**config.mk**
```make
export PLATFORM = sky130hd
export DESIGN_NAME = cdb_arbiter
export DESIGN_NICKNAME = d
export VERILOG_FILES = /design/src/rtl/cdb_arbiter.sv
export SDC_FILE = /design/constraint.sdc
export NUM_CORES = 1
export LEC_CHECK = 0
export CORE_ASPECT_RATIO = 0.7
export CORE_MARGIN = 2
export CORE_UTILIZATION = 48
export CTS_BUF_LIST = sky130_fd_sc_hd__clkbuf_8 sky130_fd_sc_hd__clkbuf_16
export CTS_CLUSTER_SIZE = 20
export DETAILED_ROUTE_END_ITERATION = 8
export PLACE_DENSITY_LB_ADDON = 0.05
export SLEW_MARGIN = 20
export SYNTH_ARGS = -nofsm -noshare
export SYNTH_HDL_FRONTEND = slang
export SYNTH_SLANG_ARGS = --single-unit
```
**constraint.sdc**
```tcl
create_clock -name clk_in -period 4.33 [get_ports clk_in]
set_clock_uncertainty 0.2 [all_clocks]
set_input_delay 0.866 -clock clk_in [delete_from_list [all_inputs] [get_ports clk_in]]
set_output_delay 0.866 -clock clk_in [all_outputs]
set_load 0.05 [all_outputs]
```
**src/rtl/cdb_arbiter.sv**
```systemverilog
// cdb_arbiter: single-writer arbiter for the common data bus.
// The ALU and LSB completions are each buffered in a small circular FIFO.
// One head is granted per cycle onto a registered broadcast.
// Ties between the two heads normally go round-robin via last_grant.
// Optional feature macro: LSB_PRIORITY_EN. When it is defined, the LSB wins
// every tie and last_grant is still tracked but not consulted.
module cdb_arbiter #(
    parameter int DEPTH   = 2,
    parameter int ENTRY_W = 5
) (
    input  logic               clk_in,
    input  logic               rst_in,
    input  logic               rdy_in,
    input  logic               roll_back,
    input  logic               alu_valid,
    input  logic [31:0]        alu_result,
    input  logic [31:0]        alu_pc,
    input  logic [ENTRY_W-1:0] alu_entry,
    output logic               alu_ready,
    input  logic               lsb_valid,
    input  logic [31:0]        lsb_result,
    input  logic [ENTRY_W-1:0] lsb_entry,
    input  logic               lsb_store,
    output logic               lsb_ready,
    output logic               cdb_valid,
    output logic [31:0]        cdb_result,
    output logic [31:0]        cdb_pc,
    output logic [ENTRY_W-1:0] cdb_entry,
    output logic               cdb_src,
    output logic               cdb_store,
    output logic               err_overflow
);

    localparam int PTR_W = $clog2(DEPTH);
    localparam int CNT_W = PTR_W + 1;
    // Packed broadcast record: {result, pc, entry, store}
    localparam int E_W   = 32 + 32 + ENTRY_W + 1;

    // Index 0 is the ALU source, index 1 the LSB source (matches cdb_src).
    logic [1:0]            src_valid;
    logic [1:0][E_W-1:0]   src_data;
    logic [1:0]            src_ready;
    logic [1:0]            src_nonempty;
    logic [1:0]            enq;
    logic [1:0]            deq;
    logic [1:0][E_W-1:0]   head_data;

    logic                  accept;
    logic                  grant;
    logic                  win_lsb;

    logic                  last_grant_reg;   // 1 = LSB was granted last
    logic                  cdb_valid_reg;
    logic                  cdb_src_reg;
    logic [E_W-1:0]        bcast_reg;
    logic                  err_reg;

    assign src_valid   = {lsb_valid, alu_valid};
    assign src_data[0] = {alu_result, alu_pc, alu_entry, 1'b0};
    assign src_data[1] = {lsb_result, 32'd0, lsb_entry, lsb_store};

    // Nothing moves while paused or during a flush.
    assign accept = rdy_in && !roll_back;

    genvar gi;
    generate
        for (gi = 0; gi < 2; gi++) begin : g_fifo
            logic [E_W-1:0]   mem [DEPTH];
            logic [PTR_W-1:0] head_reg;
            logic [PTR_W-1:0] tail_reg;
            logic [CNT_W-1:0] cnt_reg;

            // Ready comes from the registered count only, so a same-cycle pop
            // frees its slot one cycle later.
            assign src_ready[gi]    = (cnt_reg < CNT_W'(DEPTH));
            assign src_nonempty[gi] = (cnt_reg != '0);
            assign enq[gi]          = src_valid[gi] && src_ready[gi] && accept;
            assign head_data[gi]    = mem[head_reg];

            // Entry storage; validity is tracked by the count, so no reset needed.
            always_ff @(posedge clk_in) begin
                if (enq[gi]) begin
                    mem[tail_reg] <= src_data[gi];
                end
            end

            // Pointer and occupancy update; a flush empties the FIFO.
            always_ff @(posedge clk_in or negedge rst_in) begin
                if (!rst_in) begin
                    head_reg <= '0;
                    tail_reg <= '0;
                    cnt_reg  <= '0;
                end else if (roll_back) begin
                    head_reg <= '0;
                    tail_reg <= '0;
                    cnt_reg  <= '0;
                end else if (rdy_in) begin
                    if (enq[gi]) begin
                        tail_reg <= tail_reg + PTR_W'(1);
                    end
                    if (deq[gi]) begin
                        head_reg <= head_reg + PTR_W'(1);
                    end
                    cnt_reg <= cnt_reg + CNT_W'(enq[gi]) - CNT_W'(deq[gi]);
                end
            end
        end
    endgenerate

    // Pick the winning head: a lone non-empty head wins, ties use the policy.
    always_comb begin
        win_lsb = 1'b0;
        case (src_nonempty)
            2'b10:   win_lsb = 1'b1;
`ifdef LSB_PRIORITY_EN
            2'b11:   win_lsb = 1'b1;
`else
            2'b11:   win_lsb = ~last_grant_reg;
`endif
            default: win_lsb = 1'b0;
        endcase
    end

    assign grant = accept && (src_nonempty != 2'b00);
    assign deq   = grant ? (win_lsb ? 2'b10 : 2'b01) : 2'b00;

    // Broadcast register, grant history and sticky overflow flag.
    always_ff @(posedge clk_in or negedge rst_in) begin
        if (!rst_in) begin
            cdb_valid_reg  <= 1'b0;
            cdb_src_reg    <= 1'b0;
            bcast_reg      <= '0;
            last_grant_reg <= 1'b1;
            err_reg        <= 1'b0;
        end else begin
            cdb_valid_reg <= grant;
            if (grant) begin
                bcast_reg      <= head_data[win_lsb];
                cdb_src_reg    <= win_lsb;
                last_grant_reg <= win_lsb;
            end
            if (accept && ((src_valid & ~src_ready) != 2'b00)) begin
                err_reg <= 1'b1;
            end
        end
    end

    assign alu_ready    = src_ready[0];
    assign lsb_ready    = src_ready[1];
    assign cdb_valid    = cdb_valid_reg;
    assign cdb_result   = bcast_reg[E_W-1 -: 32];
    assign cdb_pc       = bcast_reg[E_W-33 -: 32];
    assign cdb_entry    = bcast_reg[ENTRY_W:1];
    assign cdb_store    = bcast_reg[0];
    assign cdb_src      = cdb_src_reg;
    assign err_overflow = err_reg;

endmodule
```
==> summary.md <==
| Metric | Value |
|---|---|
| Result of the run | complete, no violations |
| Area of the die | 24,400 µm² |
| Synthesized-area fraction occupied by ao, oa, aoi and oai cells | 6.84% |
| Largest area contributor in the synthesized netlist | edfxtp_1 |
| Worst hold-check path type | input port to async pin |
| Number of antenna-violating nets in the routed design | 0 |
| Via density per instance | 5.51 |
| Final hold violation count | 0 |
| Clk Latency, worst-skew pair | 0.53 ns |
| Minimum period implied by the final worst setup slack | 3.12 ns |
| I/O Pins | 188 |
| Maximum clock insertion buffer count | 3 |
| Total setup buffers inserted after CTS | 0 |
| Root buffer cell | clkbuf_16 |
| Category of the most critical setup path | input port to flop |
| Multiplexer share of the synthesized area | 10.4% |
| Area growth, synth to finish | 28.3% |
| Cts-stage hold buffer count | 0 |
| Final total power | 0.00820 W |
| Peak fanout along the critical path | 17 |
| Most frequent cell on the critical path | ha_1 |
| Post-synthesis simple-gate area fraction | 3.20% |
| Wire length reported by the detailed router | 24,400 µm |
| Combinational family with the most area after synthesis | multiplexers |
| # resized after CTS | 0 |
| Required time at the endpoint of the critical path | 4.58 ns |
| Achievable Freq | 0.320 GHz |
| Unrepaired setup endpoints after global routing | no |
| Setup crit end kind | flop |
| FF-to-FF End | g_fifo[1].cnt_reg[1] |
| Number of distinct library cells after synthesis | 36 |
| TritonCTS buffer count | 29 |
| Fillers | 1,691 |
| Critical path's slowest cell | clkdlybuf4s50_1 |
| Crit-path leading delay family | simple AND/OR/NAND/NOR gates |
| Final Slew Violations | 0 |
| Avg Cell Area, Syn | 18.3 µm² |
| Met1 GRT Util | 27.8% |
| Routability congestion estimate from global placement | 0.751 |
| Net count reported at finish | 914 |
| Max cap viols | 0 |
| Iteration-0 DRC Markers | 387 |
| Register-to-Register Path Depth | 9 |
| Busiest metal layer after global routing | met2 |
| Via count of the first global-routing pass | 6,739 |
| Startpoint types | input port |
| Average wire per standard cell | 21.6 µm |
| Cell area after synthesis | 11,100 µm² |
| Maximum vdd drop | 0.442 mV |
| Number of flip-flops under the largest register name | 214 |
| Fraction of final layout cells sized beyond drive strength 1 | 13.8% |
| Slew at the pin closest to its max-slew limit | 0.807 ns |
| Min setup slack post-route | 1.21 ns |
| Buffers added on ports | 187 |
| Die Y-Extent | 131 µm |
| Final count of negative-setup-slack endpoints | 0 |
| Warnings from Yosys | 0 |
| Synthesized Nets | 724 |
| Post-synth top area share | 57.9% |
| Sum Neg Setup Slack | 0 ns |
| Remaining Overflow, GRT | 0 |
| TritonCTS clock tree | built |
| Leakage power total | 4.94 nW |
| CTS HTree Levels | 1 |
| Async S/R FF share, synth | 27.7% |
| CP arrival | 3.37 ns |
| Share of the synthesized netlist area taken by xor and xnor gates | 0.158% |
| Maximum number of pins on one net before global-route repair | 73 |
| Max stage delay on crit path | 0.58 ns |
| Number of enable-type register cells in the synthesized netlist | 214 |
| Top_reg_cell synth | edfxtp_1 |
| Grt met2 use | 33.7% |
| Final HPWL from detailed placement | 14,700 µm |
| Synthesized flop and latch total | 296 |
| Antenna violations before repair | 0 |
| Critical path startpoint | roll_back |
| Worst hold margin | 0.101 ns |
| Via count | 6,232 |
| Reg-to-Reg Start | g_fifo[0].cnt_reg[1] |
| Adder-cell share of the synthesized area | 0.451% |
| Number of remaining DRC errors | 0 |
| Number of search-and-repair iterations in the first detailed-routing pass | 4 |
| Portion of the clock cycle consumed by the worst path in the final layout | 72.1% |
| Area of the core | 22,700 µm² |
| Clock Pin Slew Worst Setup and Hold Paths | 0.06 ns |
| PwrDens | 576 nW/µm² |
| Register-to-register setup slack | 1.57 ns |
| Global-route wire length before repair | 38,100 µm |
| All-layer global routing usage | 20.3% |
| Clock sink count | 296 |
| Synthesized instance count | 607 |
| Site row count | 46 |
| Tightest slew margin relative to the limit | 46.2% |
| Diodes inserted | 0 |
| Global routing usage on met3 | 3.91% |
| Sequential share of the synthesized area | 76.4% |
| Initial cell density of the core | 48.9% |
| Crit path buffers/inverters | 2 |
| Cells along the critical path | clkdlybuf4s50_1 -> nand2b_4 -> nor3_1 -> ha_1 -> inv_1 -> ha_1 -> xnor2_1 -> or3_1 -> a21oi_1 |
| Biggest area contributors in the synthesized netlist | edfxtp_1 (58%), dfrtp_1 (18%), mux2i_1 (6.6%) |
| Die X | 186 µm |
| Worst slack at placement | 0.670 ns |
-- through the flow --
| step | cells | utilization, % | instance area, µm² |
|---|---|---|---|
| after floorplan | 607 | - | 11100 |
| after detailed placement | 1077 | 58.6 | 13300 |
| after CTS | 1130 | 62.7 | 14200 |
| after global routing | 1131 | 62.8 | 14200 |
| final | 1131 | 62.8 | 14200 |
| after global placement | 1077 | 58.6 | 13300 |
-- cells by family after synthesis --
kind of cell / Yosys count
DFF: 296
muxes: 111
AOI/OAI and AO/OA: 85
and+or+nand+nor: 57
buffers and inverters: 52
adders and majority gates: 4
xor gates and xnor gates: 2
-- final cells by class --
class | instances | area, µm² | share of cell area (%)
repair buffers | 202 | 2020 | 14.2
clock buffers | 36 | 845 | 5.93
multi-input cells | 259 | 2380 | 16.7
inverters | 9 | 35.0 | 0.246
flip-flops and latches | 296 | 8480 | 59.6
clock inverters | 17 | 81.3 | 0.571
well taps | 312 | 390 | 2.74
-- how the worst max path moves through the flow --
stage / end / slack [ns] / cells past startpoint
after floorplan: g_fifo[0].mem[0][0] / 0.54 / 4
after global placement: g_fifo[1].cnt_reg[1] / 0.85 / 9
after detailed placement: g_fifo[1].cnt_reg[1] / 0.67 / 9
after CTS: g_fifo[1].cnt_reg[1] / 1.22 / 9
after global routing: g_fifo[1].cnt_reg[1] / 1.04 / 9
final: g_fifo[1].cnt_reg[1] / 1.21 / 9
-- cell usage after synthesis, types with 4 or more instances --
cell / number
a21oi_1: 4
a221o_1: 37
buf_1: 5
buf_2: 9
clkbuf_1: 23
dfrtp_1: 81
edfxtp_1: 214
ha_1: 4
inv_1: 8
mux2_2: 38
mux2i_1: 73
nor2_1: 4
nor4_1: 37
o2bb2ai_1: 32
-- cell usage in the layout (no fill, tap or decap), types with 3 or more instances in the layout --
cell             synthesis  final
clkdlybuf4s50_1          0    186
o2bb2ai_1               32     32
inv_1                    8     15
mux2i_1                 73     73
clkinv_2                 1      9
dfrtp_1                 81     79
buf_4                    1     13
clkbuf_16                0     31
mux2_2                  38     38
nor2_1                   4      3
ha_1                     4      4
a221o_1                 37     37
a21oi_1                  4      4
edfxtp_1               214    214
or3_1                    3      3
clkbuf_8                 0      5
nor4_1                  37     37
buf_12                   3      3
-- per-layer routing --
metal	share of wire (%)	routed length, µm
met1	44	10800
met2	48	11700
met5	0	0
met3	6.0	1460
met4	1.9	456
-- report_power, final --
| group | switching (W) | total, W | internal (W) |
|---|---|---|---|
| logic | 0.00137 | 0.00219 | 0.000821 |
| registers | 0.000229 | 0.00362 | 0.00339 |
| clock network | 0.00102 | 0.00239 | 0.00137 |
-- worst reg2reg max path, delay by kind of cell (launching register included) --
| kind | cells | cell delay [ns] |
|---|---|---|
| xor gates and xnor gates | 1 | 0.08 |
| DFF | 1 | 0.43 |
| and+or+nand+nor | 2 | 0.79 |
| AOI/OAI and AO/OA | 2 | 0.37 |
| buffers and inverters | 2 | 0.34 |
| adders and majority gates | 2 | 0.49 |
Note: power is estimated with default switching activity, not from simulation.
